## src/rtl/hazard_ctrl.sv

```systemverilog
// Hazard control for a 3-stage-tracked in-order pipeline.
// Inserts one bubble on a load-use hazard and selects operand bypasses from EX/MEM or MEM/WB.
module hazard_ctrl #(
    parameter int unsigned CNT_W = 8
) (
    input  logic             clk,
    input  logic             rst_n,
    input  logic             if_valid,
    input  logic [7:0]       if_instr,
    output logic             if_ready,
    output logic             id_bubble,
    output logic [1:0]       fwd_rs,
    output logic [1:0]       fwd_rd,
    output logic [CNT_W-1:0] stall_cnt
);

    typedef enum logic [1:0] {
        OpNoop = 2'b00,
        OpAdd  = 2'b01,
        OpSw   = 2'b10,
        OpLw   = 2'b11
    } opcode_e;

    typedef enum logic [1:0] {
        FwdRegfile = 2'b00,
        FwdExMem   = 2'b01,
        FwdMemWb   = 2'b10
    } fwd_e;

    localparam logic [CNT_W-1:0] CntMax = {CNT_W{1'b1}};

    // Decoded view of the IF/ID instruction
    opcode_e    dec_op;
    logic [2:0] dec_rs;
    logic [2:0] dec_rd;
    logic       dec_reads_rs;
    logic       dec_reads_rd;
    logic       dec_writes;
    logic       dec_is_load;

    // In-flight slots. The WB slot carries no state: the register file is
    // write-before-read, so nothing downstream of MEM is ever consulted.
    logic       ex_vw_q,  ex_vw_d;
    logic [2:0] ex_rd_q,  ex_rd_d;
    logic       ex_ld_q,  ex_ld_d;
    logic       mem_vw_q, mem_vw_d;
    logic [2:0] mem_rd_q, mem_rd_d;

    fwd_e             fwd_rs_q, fwd_rs_d;
    fwd_e             fwd_rd_q, fwd_rd_d;
    logic [CNT_W-1:0] cnt_q,    cnt_d;

    logic stall;
    logic accept;
    logic hit_rs;
    logic hit_rd;

    always_comb begin
        dec_op       = opcode_e'(if_instr[7:6]);
        dec_rs       = if_instr[5:3];
        dec_rd       = if_instr[2:0];
        dec_reads_rs = 1'b0;
        dec_reads_rd = 1'b0;
        dec_writes   = 1'b0;
        dec_is_load  = 1'b0;
        unique case (dec_op)
            OpAdd: begin
                dec_reads_rs = 1'b1;
                dec_reads_rd = 1'b1;
                dec_writes   = 1'b1;
            end
            OpLw: begin
                dec_reads_rs = 1'b1;
                dec_writes   = 1'b1;
                dec_is_load  = 1'b1;
            end
            OpSw: begin
                dec_reads_rs = 1'b1;
                dec_reads_rd = 1'b1;
            end
            OpNoop: ;
            default: ;
        endcase
    end

    // ex_vw_q already excludes r0, so a load to r0 never stalls
    always_comb begin
        hit_rs = dec_reads_rs && (dec_rs == ex_rd_q);
        hit_rd = dec_reads_rd && (dec_rd == ex_rd_q);
        stall  = if_valid && ex_vw_q && ex_ld_q && (hit_rs || hit_rd);
        accept = if_valid && !stall;
    end

    assign if_ready  = !stall;
    assign id_bubble = stall || !if_valid;

    function automatic fwd_e fwd_sel(
        input logic       used,
        input logic [2:0] r,
        input logic       ex_vw,
        input logic [2:0] ex_rd,
        input logic       mem_vw,
        input logic [2:0] mem_rd
    );
        fwd_e sel;
        sel = FwdRegfile;
        if (used && (r != 3'd0)) begin
            if (ex_vw && (ex_rd == r)) begin
                sel = FwdExMem;
            end else if (mem_vw && (mem_rd == r)) begin
                sel = FwdMemWb;
            end
        end
        return sel;
    endfunction

    always_comb begin
        mem_vw_d = ex_vw_q;
        mem_rd_d = ex_rd_q;
        ex_vw_d  = 1'b0;
        ex_rd_d  = 3'd0;
        ex_ld_d  = 1'b0;
        fwd_rs_d = FwdRegfile;
        fwd_rd_d = FwdRegfile;
        cnt_d    = cnt_q;

        if (accept) begin
            ex_vw_d  = dec_writes && (dec_rd != 3'd0);
            ex_rd_d  = dec_rd;
            ex_ld_d  = dec_is_load;
            fwd_rs_d = fwd_sel(dec_reads_rs, dec_rs, ex_vw_q, ex_rd_q, mem_vw_q, mem_rd_q);
            fwd_rd_d = fwd_sel(dec_reads_rd, dec_rd, ex_vw_q, ex_rd_q, mem_vw_q, mem_rd_q);
        end

        if (stall && (cnt_q != CntMax)) begin
            cnt_d = cnt_q + 1'b1;
        end
    end

    always_ff @(posedge clk or negedge rst_n) begin
        if (!rst_n) begin
            ex_vw_q  <= 1'b0;
            ex_rd_q  <= 3'd0;
            ex_ld_q  <= 1'b0;
            mem_vw_q <= 1'b0;
            mem_rd_q <= 3'd0;
            fwd_rs_q <= FwdRegfile;
            fwd_rd_q <= FwdRegfile;
            cnt_q    <= '0;
        end else begin
            ex_vw_q  <= ex_vw_d;
            ex_rd_q  <= ex_rd_d;
            ex_ld_q  <= ex_ld_d;
            mem_vw_q <= mem_vw_d;
            mem_rd_q <= mem_rd_d;
            fwd_rs_q <= fwd_rs_d;
            fwd_rd_q <= fwd_rd_d;
            cnt_q    <= cnt_d;
        end
    end

    assign fwd_rs    = fwd_rs_q;
    assign fwd_rd    = fwd_rd_q;
    assign stall_cnt = cnt_q;

endmodule

```

## config.mk

```make
export PLATFORM = sky130hd
export DESIGN_NAME = hazard_ctrl
export DESIGN_NICKNAME = d
export VERILOG_FILES = /design/src/rtl/hazard_ctrl.sv
export SDC_FILE = /design/constraint.sdc
export NUM_CORES = 1
export LEC_CHECK = 0
export CORE_MARGIN = 4
export CORE_UTILIZATION = 40
export DETAILED_ROUTE_END_ITERATION = 7
export GPL_ROUTABILITY_DRIVEN = 1
export PLACE_DENSITY = 0.74
export SETUP_SLACK_MARGIN = 0.2
export SYNTH_ARGS = -nofsm -noshare
export SYNTH_HDL_FRONTEND = slang
export SYNTH_SLANG_ARGS = --single-unit
export TNS_END_PERCENT = 50
```

## constraint.sdc

```tcl
create_clock -name clk -period 2 [get_ports clk]
set_clock_uncertainty 0.15 [all_clocks]
set_input_delay 0.2 -clock clk [delete_from_list [all_inputs] [get_ports clk]]
set_output_delay 0.2 -clock clk [all_outputs]
set_load 0.005 [all_outputs]
```

==> impl_results.md <==
* Crit path from: ex_rd_q[0]
* Dominant cells by area after synthesis: dfrtp_1 50%, xor2_1 12%, ha_1 4.8%
* Worst Setup Start Kind: register
* Clock latency on the worst-skew pair at 300 ps
* Cell area after layout at 1629 sq um
* Outcome: finished, violations left
* Period utilization at 100.3%
* Post-synth EDFFs at 0
* Max cap viols at 0
* Reg2Reg Depth at 7
* Ant diodes at 0
* Netlist Area Pre-Place at 1046 sq um
* Worst-margin pin slew at 432.7 ps
* Ys Warns at 0
* Synth Flop Type: dfrtp_1
* P_leak at 0.7570 nW
* Full die area at 3497 sq um
* Number of DRC markers in iteration 0 at 14
* Register area share after synthesis at 50.24%
* Async set-reset flop share out of synthesis at 100.0%
* First-pass GRT wire length at 4264 microns
* Setup crit end: stall_cnt[4]
* Setup Total Neg Slack at -5.167 ps
* Area leader, netlist: dfrtp_1
* # setup viols final at 1
* Site Rows at 18
* PD cells at 511.6 nW/um^2
* I/O pin cnt at 25
* Post-layout util at 65.76%
* TritonRoute pass-1 iters at 4
* FF+latch count, synth at 21
* Syn Nets at 111
* Post-route minimum period at 2005 ps
* Avg WL per Cell at 14.91 microns
* Final hold violations at 0
* Largest net degree at the start of global routing at 22
* I/O Buffers at 24
* GRT overflow at 0
* Chip width at 59.14 microns
* Max frequency at 498.7 MHz
* GP Congestion at 0.7960
* Slew HR at 70.75%
* Worst Path Max Fanout at 4
* Final Max Tran Viols at 0
* Clock buffer depth at 2
* CTS Buf Count at 3
* Post-CTS Hold Buffers at 0
* Worst hold path class: primary input to async pin
* Area share of the largest cell type after synthesis at 50.24%
* Share of layout cells above drive strength 1 at 30.99%
* Remaining antenna violation count at 0
* Number of global-route vias before repair at 939
* H-tree depth at 1
* Initial core utilization at 42.22%
* Worst Path Required at 2050 ps
* Total routed wirelength at 2564 microns
* CTS tree: yes
* Initial antenna violation count at 0
* CTS sink cnt at 21
* Worst r2r src: ex_rd_q[0]
* Core area at 2477 sq um
* Reg clk slew, reported paths at 110 ps
* Count leader, synth: dfrtp_1
* Worst slack at placement at -368.8 ps
* Synth cell types at 25
* VDD IR-drop max at 391.5 uV
* Die height at 59.14 microns
* Worst path arrival time at 2060 ps
* WS Path Type: register to register
* Top cells by count, synth: 21 x dfrtp_1, 14 x xor2_1, 12 x nor2_1
* R2R setup slack at -5 ps
* Area grow syn2layout at 55.74%
* Crit end category: register
* Mean number of vias per cell at 5.093
* Placed cell area at 1441 sq um
* Post-Syn Instances at 96
* Final hold slack at 67.94 ps
* Aggregate global-route resource usage at 16.17%
* DRC at 0
* Mapped Avg Cell Area at 10.90 sq um
* DP HPWL at 1808 microns
* Via Count at 876
* Nets@finish at 158
* Root Buffer: clkbuf_4
* Reg2reg end: stall_cnt[4]
* Worst setup margin at -5.167 ps
* Violated checks: setup timing
* RSZ-0062 raised after global routing: yes
layout by cell type, fill, tap and decap left out, drive strengths merged:
cell           Yosys  final
clkdlybuf4s50      0     22
dfrtp             21     21
buf                0     19
xor2              14     14
nor2              13     13
inv                6      6
nor3               6      6
nand2              5      5
nand4              5      5
ha                 4      4
clkbuf             0      4
nand3              3      3
mux2               3      3
xnor2              3      3
nor4               2      2
o21ai              2      2
a32oi              1      1
nand3b             1      1
or2                1      1
o31ai              1      1
o32ai              1      1
nor4b              1      1
o2111ai            1      1
nor4bb             1      1
a211oi             1      1
clkdlybuf4s15      0      1
repair_timing:
| item | 4_1_cts | 5_1_grt |
|---|---|---|
| pin swaps | 8 | 4 |
| setup endpoints to repair | 10 | 13 |
| endpoints found under the hold margin | 0 | 0 |
| resized for setup | 18 | 14 |
| gates cloned | 0 | 0 |
| buffers inserted | 3 | 0 |
stage by stage:
stage               cells  total power [mW]
finish                172            0.8335
global route          172            0.8762
CTS                   172            0.8323
detailed placement    165            0.6013
global placement      165            0.5953
floorplan              96            0.5148
worst max-delay path, cell delays in order (launching register included):
cell	delay, ps
dfrtp_1	430
xor2_1	160
nor2_2	170
a32oi_4	130
buf_6	140
buf_6	120
nor4bb_4	280
mux2_4	320
logic make-up after synthesis:
logic type / count (synthesis) / share of synthesized area (%)
adder cells (fa/ha/maj): 4 / 4.785
buffers and inverters: 6 / 2.153
AO/OA/AOI/OAI: 7 / 7.058
multiplexers: 3 / 3.229
XOR/XNOR: 17 / 14.24
AND/OR/NAND/NOR: 38 / 18.30
flip-flops: 21 / 50.24
sequential cells by signal (all words and copies together) (netlist names):
register / flops
mem_rd_q: 3
stall_cnt: 8
fwd_rd: 2
fwd_rs: 2
ex_ld_q: 1
ex_rd_q: 3
ex_vw_q: 1
mem_vw_q: 1
area by class of cell:
class,count,area [sq um]
flip-flops and latches,21,528.0
clock buffers,4,26.28
multi-input cells,69,633.1
well taps,30,37.54
fillers,189,848.3
inverters,6,22.52
repair buffers,42,381.6
power breakdown:
part	switching [mW]	internal, mW	total [mW]
Clock	0.127	0.0779	0.205
Combinational	0.0825	0.0926	0.175
Sequential	0.0154	0.438	0.453
metal layers:
metal / GRT usage [%] / part of all wire (%) / vias up / wire length (microns)
met3: 2.397 / 3.4 / 4 / 87
met1: 18.09 / 39 / 431 / 1012
met2: 30.13 / 55 / 20 / 1422
met5: 0 / 0 / - / 0
met4: 6.796 / 1.6 / 0 / 42
li1: - / - / 421 / -
how the worst min path moves through the flow:
stage | from | endpoint | slack [ps]
after floorplan | rst_n | ex_ld_q | -250
after global placement | ex_rd_q[2] | mem_rd_q[2] | 270
after detailed placement | ex_rd_q[0] | mem_rd_q[0] | 280
after CTS | rst_n | ex_ld_q | 60
after global routing | rst_n | ex_ld_q | 90
final | rst_n | ex_rd_q[1] | 70
(Power assumes the default switching activity.)
